===== src/rtl/muldiv_seq_pkg.sv =====
// Shared types and opcode decode helpers for the divide sequencer.
// Opcode bit layout: [2]=word, [1]=remainder, [0]=unsigned.
package muldiv_seq_pkg;

   typedef enum logic [2:0] {
      OP_DIV   = 3'd0,
      OP_DIVU  = 3'd1,
      OP_REM   = 3'd2,
      OP_REMU  = 3'd3,
      OP_DIVW  = 3'd4,
      OP_DIVUW = 3'd5,
      OP_REMW  = 3'd6,
      OP_REMUW = 3'd7
   } divop_t;

   typedef enum logic [1:0] {
      S_IDLE = 2'd0,
      S_BUSY = 2'd1,
      S_DONE = 2'd2
   } state_t;

   function automatic logic is_word(divop_t op);
      return op[2];
   endfunction

   function automatic logic is_signed(divop_t op);
      return ~op[0];
   endfunction

   function automatic logic is_rem(divop_t op);
      return op[1];
   endfunction

endpackage


===== src/rtl/muldiv_seq_div_step.sv =====
// One radix-2 restoring division iteration on unsigned magnitudes.
// Purely combinational; the caller registers the outputs.
module div_step #(
   parameter int XLEN = 64
) (
   input  logic [XLEN-1:0] remIn,
   input  logic [XLEN-1:0] shiftIn,
   input  logic [XLEN-1:0] divisor,
   output logic [XLEN-1:0] remOut,
   output logic [XLEN-1:0] shiftOut,
   output logic            qBit
);

   logic [XLEN:0] partial;
   logic [XLEN:0] diff;

   assign partial = {remIn, shiftIn[XLEN-1]};
   assign diff    = partial - {1'b0, divisor};

   // remIn < divisor keeps partial < 2*divisor, so the top bit of diff is a clean borrow.
   assign qBit     = ~diff[XLEN];
   assign remOut   = qBit ? diff[XLEN-1:0] : partial[XLEN-1:0];
   assign shiftOut = {shiftIn[XLEN-2:0], qBit};

endmodule


===== src/rtl/muldiv_seq.sv =====
// RV64M divide/remainder sequencer: restoring division, one bit per cycle, stalls the pipe while busy.
// Divide-by-zero and signed overflow resolve at accept and go straight to DONE.
module muldiv_seq
   import muldiv_seq_pkg::*;
#(
   parameter int XLEN  = 64,
   parameter int CNT_W = 7
) (
   input  logic            clk,
   input  logic            reset,
   input  logic            valid_i,
   input  logic [2:0]      op_i,
   input  logic [XLEN-1:0] a_i,
   input  logic [XLEN-1:0] b_i,
   input  logic            flush_i,
   output logic            stall_o,
   output logic            done_o,
   output logic [XLEN-1:0] result_o
);

   localparam logic [XLEN-1:0] MIN_D = {1'b1, {(XLEN-1){1'b0}}};
   localparam logic [XLEN-1:0] MIN_W = {{(XLEN-31){1'b1}}, {31{1'b0}}};

   state_t           state, nextState;
   logic [CNT_W-1:0] count;
   logic [XLEN-1:0]  remReg, shiftReg, divisorReg, resultReg;
   logic             wordReg, remSelReg, negQReg, negRReg;

   divop_t          opIn;
   logic            wordIn, signedIn, remSelIn, accept;
   logic [XLEN-1:0] opA, opB, magA, magB, specialRaw;
   logic            aNeg, bNeg, divZero, overflow, special;

   logic [XLEN-1:0]  stepRem, stepShift, qFinal, rFinal, busyRaw;
   logic [CNT_W-1:0] lastCount;
   logic             lastStep, stepQBit;

   function automatic logic [XLEN-1:0] wordExt(logic [XLEN-1:0] v, logic word);
      return word ? {{(XLEN-32){v[31]}}, v[31:0]} : v;
   endfunction

   // Accept-side operand preparation
   assign opIn     = divop_t'(op_i);
   assign wordIn   = is_word(opIn);
   assign signedIn = is_signed(opIn);
   assign remSelIn = is_rem(opIn);
   assign accept   = (state == S_IDLE) && valid_i && !flush_i;

   assign opA = wordIn ? {{(XLEN-32){signedIn & a_i[31]}}, a_i[31:0]} : a_i;
   assign opB = wordIn ? {{(XLEN-32){signedIn & b_i[31]}}, b_i[31:0]} : b_i;

   assign aNeg = signedIn & opA[XLEN-1];
   assign bNeg = signedIn & opB[XLEN-1];
   assign magA = aNeg ? -opA : opA;
   assign magB = bNeg ? -opB : opB;

   assign divZero  = (opB == '0);
   assign overflow = signedIn && (opB == '1) && (opA == (wordIn ? MIN_W : MIN_D));
   assign special  = divZero | overflow;

   always_comb begin
      specialRaw = '0;
      if (divZero)
         specialRaw = remSelIn ? opA : '1;
      else
         specialRaw = remSelIn ? '0 : opA;
   end

   div_step #(.XLEN(XLEN)) uStep (
      .remIn   (remReg),
      .shiftIn (shiftReg),
      .divisor (divisorReg),
      .remOut  (stepRem),
      .shiftOut(stepShift),
      .qBit    (stepQBit)
   );

   assign lastCount = wordReg ? CNT_W'(31) : CNT_W'(XLEN-1);
   assign lastStep  = (count == lastCount);
   assign qFinal    = negQReg ? -stepShift : stepShift;
   assign rFinal    = negRReg ? -stepRem : stepRem;
   assign busyRaw   = remSelReg ? rFinal : qFinal;

   always_comb begin
      nextState = state;
      stall_o   = 1'b0;
      done_o    = 1'b0;
      case (state)
         S_IDLE: begin
            stall_o = accept;
            if (accept)
               nextState = special ? S_DONE : S_BUSY;
         end
         S_BUSY: begin
            stall_o = 1'b1;
            if (lastStep)
               nextState = S_DONE;
         end
         S_DONE: begin
            done_o    = 1'b1;
            nextState = S_IDLE;
         end
         default: nextState = S_IDLE;
      endcase
      if (flush_i) begin
         nextState = S_IDLE;
         done_o    = 1'b0;
      end
   end

   always_ff @(posedge clk) begin
      if (reset) begin
         state      <= S_IDLE;
         count      <= '0;
         remReg     <= '0;
         shiftReg   <= '0;
         divisorReg <= '0;
         resultReg  <= '0;
         wordReg    <= 1'b0;
         remSelReg  <= 1'b0;
         negQReg    <= 1'b0;
         negRReg    <= 1'b0;
      end else begin
         state <= nextState;
         if (accept) begin
            count      <= '0;
            remReg     <= '0;
            // W dividends start in the upper half so their bits reach the MSB first
            shiftReg   <= wordIn ? (magA << 32) : magA;
            divisorReg <= magB;
            wordReg    <= wordIn;
            remSelReg  <= remSelIn;
            negQReg    <= aNeg ^ bNeg;
            negRReg    <= aNeg;
            if (special)
               resultReg <= wordExt(specialRaw, wordIn);
         end else if (state == S_BUSY && !flush_i) begin
            remReg   <= stepRem;
            shiftReg <= stepShift;
            count    <= count + 1'b1;
            if (lastStep)
               resultReg <= wordExt(busyRaw, wordReg);
         end
      end
   end

   assign result_o = resultReg;

endmodule


===== config.mk =====
export PLATFORM = sky130hd
export DESIGN_NAME = muldiv_seq
export DESIGN_NICKNAME = d
export VERILOG_FILES = /design/src/rtl/muldiv_seq_pkg.sv /design/src/rtl/muldiv_seq_div_step.sv /design/src/rtl/muldiv_seq.sv
export SDC_FILE = /design/constraint.sdc
export NUM_CORES = 1
export LEC_CHECK = 0
export ABC_CLOCK_PERIOD_IN_PS = 6000
export CAP_MARGIN = 20
export CORE_MARGIN = 4
export CORE_UTILIZATION = 30
export CTS_CLUSTER_SIZE = 8
export DETAILED_ROUTE_END_ITERATION = 10
export PLACE_DENSITY = 0.59
export SLEW_MARGIN = 20
export SYNTH_ARGS = -nofsm -noshare
export SYNTH_HDL_FRONTEND = slang
export SYNTH_SLANG_ARGS = --single-unit

===== constraint.sdc =====
create_clock -name clk -period 6 [get_ports clk]
set_input_delay 1.5 -clock clk [delete_from_list [all_inputs] [get_ports clk]]
set_output_delay 1.5 -clock clk [all_outputs]
set_load 0.05 [all_outputs]

# ---- Word-level counts from Yosys, hierarchy flattened
# Cells that the tools add are included.
dict set report word_totals {
  elab_cells 75
  register_bits 269
  out_inout_bits 66
  input_bits 135
}
dict set report classes {
  add_sub_neg 6
  reduce_logical 14
  mux 29
  bitwise 8
  n_eq_ne 8
}
# cell count
set op_table {}
lappend op_table {{$mux W64} 20}
lappend op_table {{$neg A64 Y64} 4}
lappend op_table {{$sub A65 B64 Y65} 1}
lappend op_table {{$eq A64 B64 Y1} 1}
lappend op_table {{$eq A64 B64 Y1 const B} 1}
lappend op_table {{$logic_not A64 Y1} 1}
lappend op_table {{$mux W63} 1}
lappend op_table {{$add A7 B1 Y7 const B} 1}
lappend op_table {{$eq A7 B6 Y1} 1}
lappend op_table {{$mux W2} 3}
lappend op_table {{$mux W6} 1}
lappend op_table {{$logic_and A1 B1 Y1} 5}
lappend op_table {{$and A1 B1 Y1} 4}
lappend op_table {{$ne A2 B2 Y1 const B} 2}
lappend op_table {{$pmux W2 S2} 1}
lappend op_table {{$reduce_bool A2 Y1} 2}
lappend op_table {{$reduce_or A2 Y1} 2}
lappend op_table {{$reduce_and A3 Y1} 1}
lappend op_table {{$eq A2 B1 Y1 const B} 1}
lappend op_table {{$eq A2 B2 Y1 const B} 1}
lappend op_table {{$logic_not A2 Y1} 1}
lappend op_table {{$mux W1} 2}
lappend op_table {{$ne A2 B1 Y1 const B} 1}
lappend op_table {{$not A1 Y1} 2}
lappend op_table {{other kinds (5)} 5}

# ---- Logic depth before layout (Yosys ltp)
# Gate-level depths: netlist (run 1).
dict set report logic_depth {
  word_depth 10
  mapped_depth 30
  mapped_depth_nobuf 26
}

# ---- Modules after synthesis
# From an unflattened synthesis (run 1), not the netlist that was laid out.
dict set report hier_totals {
  cells_unflattened 3358
  hier_area_um2 23765.3
}
# module seq_area_each_um2 area_each_um2 instances cells_per_inst
set by_module_without_submodules {}
lappend by_module_without_submodules {muldiv_seq 5385.2 18559.0 1 2499}
lappend by_module_without_submodules {div_step 0.0 5206.2 1 859}

# ---- Worst setup path after synthesis (run 1)
# No wires, ideal clock.
dict set report synth_path {
  path_type {reg2reg}
  from {reg remReg[6]}
  to {reg resultReg[48] (netlist: result_o[48])}
  t_arrival_ps 5738
  path_slack_ps 138
  period_less_slack_ps 5862
  setup_time_ps 124
  required_time_ps 5876
  stages_incl_launch_ff 27
  path_buffers 4
  path_cell_list {dfxtp_1 > ha_1 > buf_2 > a21oi_2 > nor2_1 > o31ai_4 > a31oi_4 > o21ai_2 > mux2_4 > nor2_8 > buf_6 > buf_6 > buf_2 > mux2_2 > inv_1 > ha_1 > inv_1 > or3_1 > nor3_1 > nand3_1 > mux2_2 > nor4b_2 > or3b_1 > o21ai_2 > xor2_1 > a221oi_1 > o21ai_1}
}
dict set report synth_between {
  elab_chain_cells 9
  word_cells_on_any_way 12
  cone_classes {add/sub (3); mux (8); bitwise (1)}
}
# element line_no
set synth_lines {}
lappend synth_lines {{from (decl)} muldiv_seq.sv:26} ;# logic [XLEN-1:0] remReg, shiftReg, divisorReg, resultReg;
lappend synth_lines {{from (signal assigned)} muldiv_seq.sv:138} ;# remReg <= stepRem;
lappend synth_lines {{$sub A65 B64 Y65} muldiv_seq_div_step.sv:18} ;# assign diff = partial - {1'b0, divisor};
lappend synth_lines {{$mux W64 or $not A1 Y1 (tied branches)} {muldiv_seq_div_step.sv:22, muldiv_seq_div_step.sv:21}}
lappend synth_lines {{$neg A64 Y64 (on tied branches)} {muldiv_seq.sv:81, muldiv_seq.sv:80}}
lappend synth_lines {{$mux W64 (on tied branches)} {muldiv_seq.sv:81, muldiv_seq.sv:80}}
lappend synth_lines {{$mux W64 (*)} muldiv_seq.sv:82} ;# assign busyRaw = remSelReg ? rFinal : qFinal;
lappend synth_lines {{$mux W64 (*)} muldiv_seq.sv:39} ;# return word ? {{(XLEN-32){v[31]}}, v[31:0]} : v;
lappend synth_lines {{$mux W64 (*)} muldiv_seq.sv:141} ;# if (lastStep)
lappend synth_lines {{$mux W64 (*)} muldiv_seq.sv:137} ;# end else if (state == S_BUSY && !flush_i) begin
lappend synth_lines {{$mux W64 (*)} muldiv_seq.sv:125} ;# if (accept) begin
lappend synth_lines {{to (signal assigned)} muldiv_seq.sv:136} ;# resultReg <= wordExt(specialRaw, wordIn);
lappend synth_lines {{to (signal assigned)} muldiv_seq.sv:142} ;# resultReg <= wordExt(busyRaw, wordReg);
lappend synth_lines {{to (decl)} muldiv_seq.sv:26}
# Every way passes the cells marked *; elsewhere a longest branch is shown, timed or not. The select of a mux whose other input is x is not followed.
# A chain may end at the register's enable or synchronous reset.

# ---- Final worst setup path (run 1)
dict set report layout_path {
  from {reg divisorReg[55]}
  to {reg resultReg[42] (netlist: result_o[42])}
}
dict set report layout_between {
  elab_chain_cells 9
  word_cells_on_any_way 12
  cone_classes {add/sub (3); mux (8); bitwise (1)}
}
# element line_no
set layout_lines {}
lappend layout_lines {{from (decl)} muldiv_seq.sv:26}
lappend layout_lines {{from (signal assigned)} muldiv_seq.sv:130} ;# divisorReg <= magB;
lappend layout_lines {{$sub A65 B64 Y65 (*)} muldiv_seq_div_step.sv:18}
lappend layout_lines {{$mux W64 or $not A1 Y1 (tied branches)} {muldiv_seq_div_step.sv:22, muldiv_seq_div_step.sv:21}}
lappend layout_lines {{$neg A64 Y64 (on tied branches)} {muldiv_seq.sv:81, muldiv_seq.sv:80}}
lappend layout_lines {{$mux W64 (on tied branches)} {muldiv_seq.sv:81, muldiv_seq.sv:80}}
lappend layout_lines {{$mux W64 (*)} muldiv_seq.sv:82}
lappend layout_lines {{$mux W64 (*)} muldiv_seq.sv:39}
lappend layout_lines {{$mux W64 (*)} muldiv_seq.sv:141}
lappend layout_lines {{$mux W64 (*)} muldiv_seq.sv:137}
lappend layout_lines {{$mux W64 (*)} muldiv_seq.sv:125}
# Marks and branches as above.

==> impl_metrics.env, run 1 <==
export IMPL_status="complete, no violations"
export IMPL_first_iter_violations=3793
export IMPL_switchingPower_mw=2.943
export IMPL_syn_nets=3878
export IMPL_port_buffers=200
export IMPL_multiInputGateArea_um2=18860
export IMPL_maxCapViolCount=0
export IMPL_cpPeakStageDelay_ns=0.55
export IMPL_io_pins=201
export IMPL_dieArea_um2=89990
export IMPL_yosys_warnings=0
export IMPL_pwr_density_cell_nw_per_um2=230.1
export IMPL_drv_slew=0
export IMPL_setup_viol_count_final=0
export IMPL_clk_pin_slew_worst_paths_ns=0.06
export IMPL_final_hold_viol_count=0
export IMPL_dp_slack_ns=0.07095
export IMPL_layout_setup_ws_ns=0.1877
export IMPL_swShare=0.4171
export IMPL_p_clk_frac=0.304
export IMPL_insertion_delay_ns=0.60
export IMPL_antenna_found_initial=4
export IMPL_post_dp_hpwl_um=93310
export IMPL_core_area_um2=84090
export IMPL_final_common_cell="nor2_1"
export IMPL_synth_compound_area_frac=0.2977
export IMPL_worstHoldStart="result_o[36]"
export IMPL_final_cell_mix="518 x nor2_1, 432 x nand2_1, 349 x a21oi_1"
export IMPL_synth_seq_area_share=0.2106
export IMPL_r2r_start="divisorReg[55]"
export IMPL_clkSinkCount=269
export IMPL_internal_power_mw=4.112
export IMPL_layout_drive_gt1_share=0.09535
export IMPL_grt_use_total=0.2543
export IMPL_route_detailed_drc=0
export IMPL_p_leak_nw=10.97
export IMPL_path_buf_inv=4
export IMPL_grt_max_degree=116
export IMPL_async_flop_share=0
export IMPL_final_area_um2=30660
export IMPL_drtAntennaViolNets=0
export IMPL_worstPathCellList="inv_1 > ha_1 > a21oi_2 > o21ai_0 > a21oi_4 > o221ai_4 > a21o_1 > a221o_1 > nor2_8 > mux2_2 > inv_1 > ha_1 > inv_1 > or3_1 > nor3_2 > buf_4 > nand3_1 > mux2_4 > or4b_4 > o31ai_2 > xor2_1 > a211oi_1 > o31ai_1"
export IMPL_cts_tree="yes"
export IMPL_worstPathArrival_ns=6.31
export IMPL_power_mw=7.055
export IMPL_synth_flop_cell="dfxtp_1"
export IMPL_post_cts_buffers=0
export IMPL_min_path_type="flop to flop"
export IMPL_seq_area_um2=5390
export IMPL_syn_area_um2=25580
export IMPL_crit_required_ns=6.50
export IMPL_grt_overflow=0
export IMPL_synth_cells=3672
export IMPL_cp_num_cells=23
export IMPL_synthMuxAreaShare=0.03009
export IMPL_syn_avg_cell_area_um2=6.965
export IMPL_whs_ns=0.4416
export IMPL_reg2reg_setup_slack_ns=0.19
export IMPL_critPathKind="flop to flop"
export IMPL_pwr_share_seq=0.273
export IMPL_nets=4048
export IMPL_yosysTopAreaCell="dfxtp_1"
export IMPL_max_freq_mhz=172.1
export IMPL_synth_edf_count=0
export IMPL_cts_buffers_inserted=40
export IMPL_synth_top_family_by_area="compound AO/OA/AOI/OAI gates"
export IMPL_worstSetupStartpoint="divisorReg[55]"
export IMPL_synthSimpleGateAreaFrac=0.2621
export IMPL_grt_pass1_vias=26850
export IMPL_dpl_instance_area_um2=29410
export IMPL_worst_pin_slew_ns=1.097
export IMPL_fp_dieH_um=300.0
export IMPL_synth_top_area_share=0.2106
export IMPL_dr_total_vias=29370
export IMPL_grt_pass1_wl_um=176300
export IMPL_initial_core_util=0.3042
export IMPL_cp_slowest_cell="or4b_4"
export IMPL_h_tree_depth=2
export IMPL_period_minus_slack_ns=5.812
export IMPL_vias_per_cell=5.892
export IMPL_drt_first_pass_iters=6
export IMPL_cp_max_fo=6
export IMPL_fin_tns_setup_ns=0
export IMPL_min_period_over_period=0.9687
export IMPL_relSlewSlack=0.2670
export IMPL_cp_top_family="compound AO/OA/AOI/OAI gates"
export IMPL_syn2layout_area_growth_pct=19.86
export IMPL_dieWidth_um=300.0
export IMPL_start_kind="flop"
export IMPL_combPwrFrac=0.424
export IMPL_crit_path_end_kind="flop"
export IMPL_synth_cell_types=120
export IMPL_clock_skew_final_ns=0.03642
export IMPL_synth_xor_area_frac=0.09486
export IMPL_gp_congestion=0.9860
export IMPL_ys_ff_latch=269
export IMPL_clock_path_buffers=3
export IMPL_synth_adder_area_share=0.04638
export IMPL_r2r_cells=23
export IMPL_root_buffer="clkbuf_16"
export IMPL_row_count=106
export IMPL_ir_worst_vdd_mv=0.1658
export IMPL_wl_per_cell_um=24.13
export IMPL_fillers=9100
export IMPL_crit_top_cell="inv_1"
export IMPL_drt_wl_total_um=120200
export IMPL_netlist_top_cells_area="dfxtp_1 21%, nor2_1 7.7%, a21oi_1 6.9%"
export IMPL_hold_depth=2
## sequential cells by signal, indices dropped and copies added, names as in the netlist
register	count
result_o	64
negRReg	1
remReg	64
negQReg	1
divisorReg	64
remSelReg	1
state	2
count	7
shiftReg	64
wordReg	1
## per-stage QoR
stage,utilization,std cells
final,0.3646,4984
after global routing,0.3645,4983
after CTS,0.3629,4982
after detailed placement,0.3498,4933
after global placement,0.3498,4933
after floorplan,-,3672
## final timing paths
| kind | endpoint |
|---|---|
| worst max register to register | result_o[42] |
| worst max-delay path | result_o[42] |
| worst min register to register | result_o[36] |
| worst min-delay path | result_o[36] |
## area by class of cell
class,count,area share
Timing Repair Buffer,392,0.1142
Multi-Input combinational cell,3038,0.6152
Antenna cell,1,0.00008163
Clock inverter,4,0.001837
Tap cell,1134,0.04628
Clock buffer,45,0.03428
Inverter,101,0.01237
Sequential cell,269,0.1758
## repair_timing
item                       4_1_cts  5_1_grt
hold endpoints to repair         0        0
setup endpoints to repair        0       15
resized for setup                0       22
hold buffers                     0        0
## cells in the mapped netlist, drive strengths merged, types with 12 or more instances
master  instances
xor2          128
nand4          57
a311oi         46
or4            22
a21o           30
nand2         435
maj3           29
dfxtp         269
nand2b         19
o21ai         242
o211ai         47
a211oi        153
nor4           62
and3           18
o41ai          22
buf            78
and2           26
or3            58
a31oi          24
o21a           15
or2            16
a21oi         363
mux2i          66
xnor2         149
ha             70
nor2          527
clkbuf        186
nand3          46
o31ai          67
o22a           20
nor3           80
inv            99
a21boi         12
## layer usage
| metal | GRT usage | vias up | routed length (um) |
|---|---|---|---|
| li1 | - | 13680 | - |
| met1 | 0.3521 | 13860 | 52010 |
| met2 | 0.3938 | 1588 | 52100 |
| met3 | 0.05055 | 238 | 11440 |
| met4 | 0.08769 | 6 | 4659 |
| met5 | 0 | - | 36 |
## power groups by stage
stage	Combinational [mW]	Sequential (mW)	Clock, mW
5_1_grt	3.17	1.93	2.24
3_5_place_dp	2.86	1.96	0
4_1_cts	2.88	1.92	2.17
2_1_floorplan	1.78	1.93	0
6_report	2.99	1.92	2.14
3_3_place_gp	2.87	1.96	0
## worst register-to-register path, cell delays in order (launching register included)
cell      delay, ns
dfxtp_1        0.32
inv_1          0.04
ha_1           0.37
a21oi_2        0.19
o21ai_0        0.19
a21oi_4        0.22
o221ai_4       0.16
a21o_1         0.24
a221o_1        0.44
nor2_8         0.19
mux2_2         0.38
inv_1          0.10
ha_1           0.17
inv_1          0.05
or3_1          0.38
nor3_2         0.15
buf_4          0.15
nand3_1        0.07
mux2_4         0.28
or4b_4         0.55
o31ai_2        0.29
xor2_1         0.37
a211oi_1       0.13
o31ai_1        0.26
## kinds of logic (layout without fill, tap and decap cells)
| logic type | Yosys count | after routing |
|---|---|---|
| simple gates | 1429 | 1429 |
| compound gates | 1157 | 1157 |
| buf+inv | 365 | 542 |
| xor+xnor | 277 | 277 |
| flops | 269 | 269 |
| fa+ha+maj | 100 | 100 |
| mux | 75 | 75 |
| other cells | 0 | 1 |
No activity file was read; power rests on OpenSTA's default activity.
==> inputs of run 2 (changes only) <==
--- a/config.mk
+++ b/config.mk
@@ -16,3 +16,4 @@
 export SYNTH_ARGS = -nofsm -noshare
 export SYNTH_HDL_FRONTEND = slang
 export SYNTH_SLANG_ARGS = --single-unit
+export TNS_END_PERCENT = 20
==> results of run 2 <==
Final layout, timing and power as in run 1 (identical DEF).
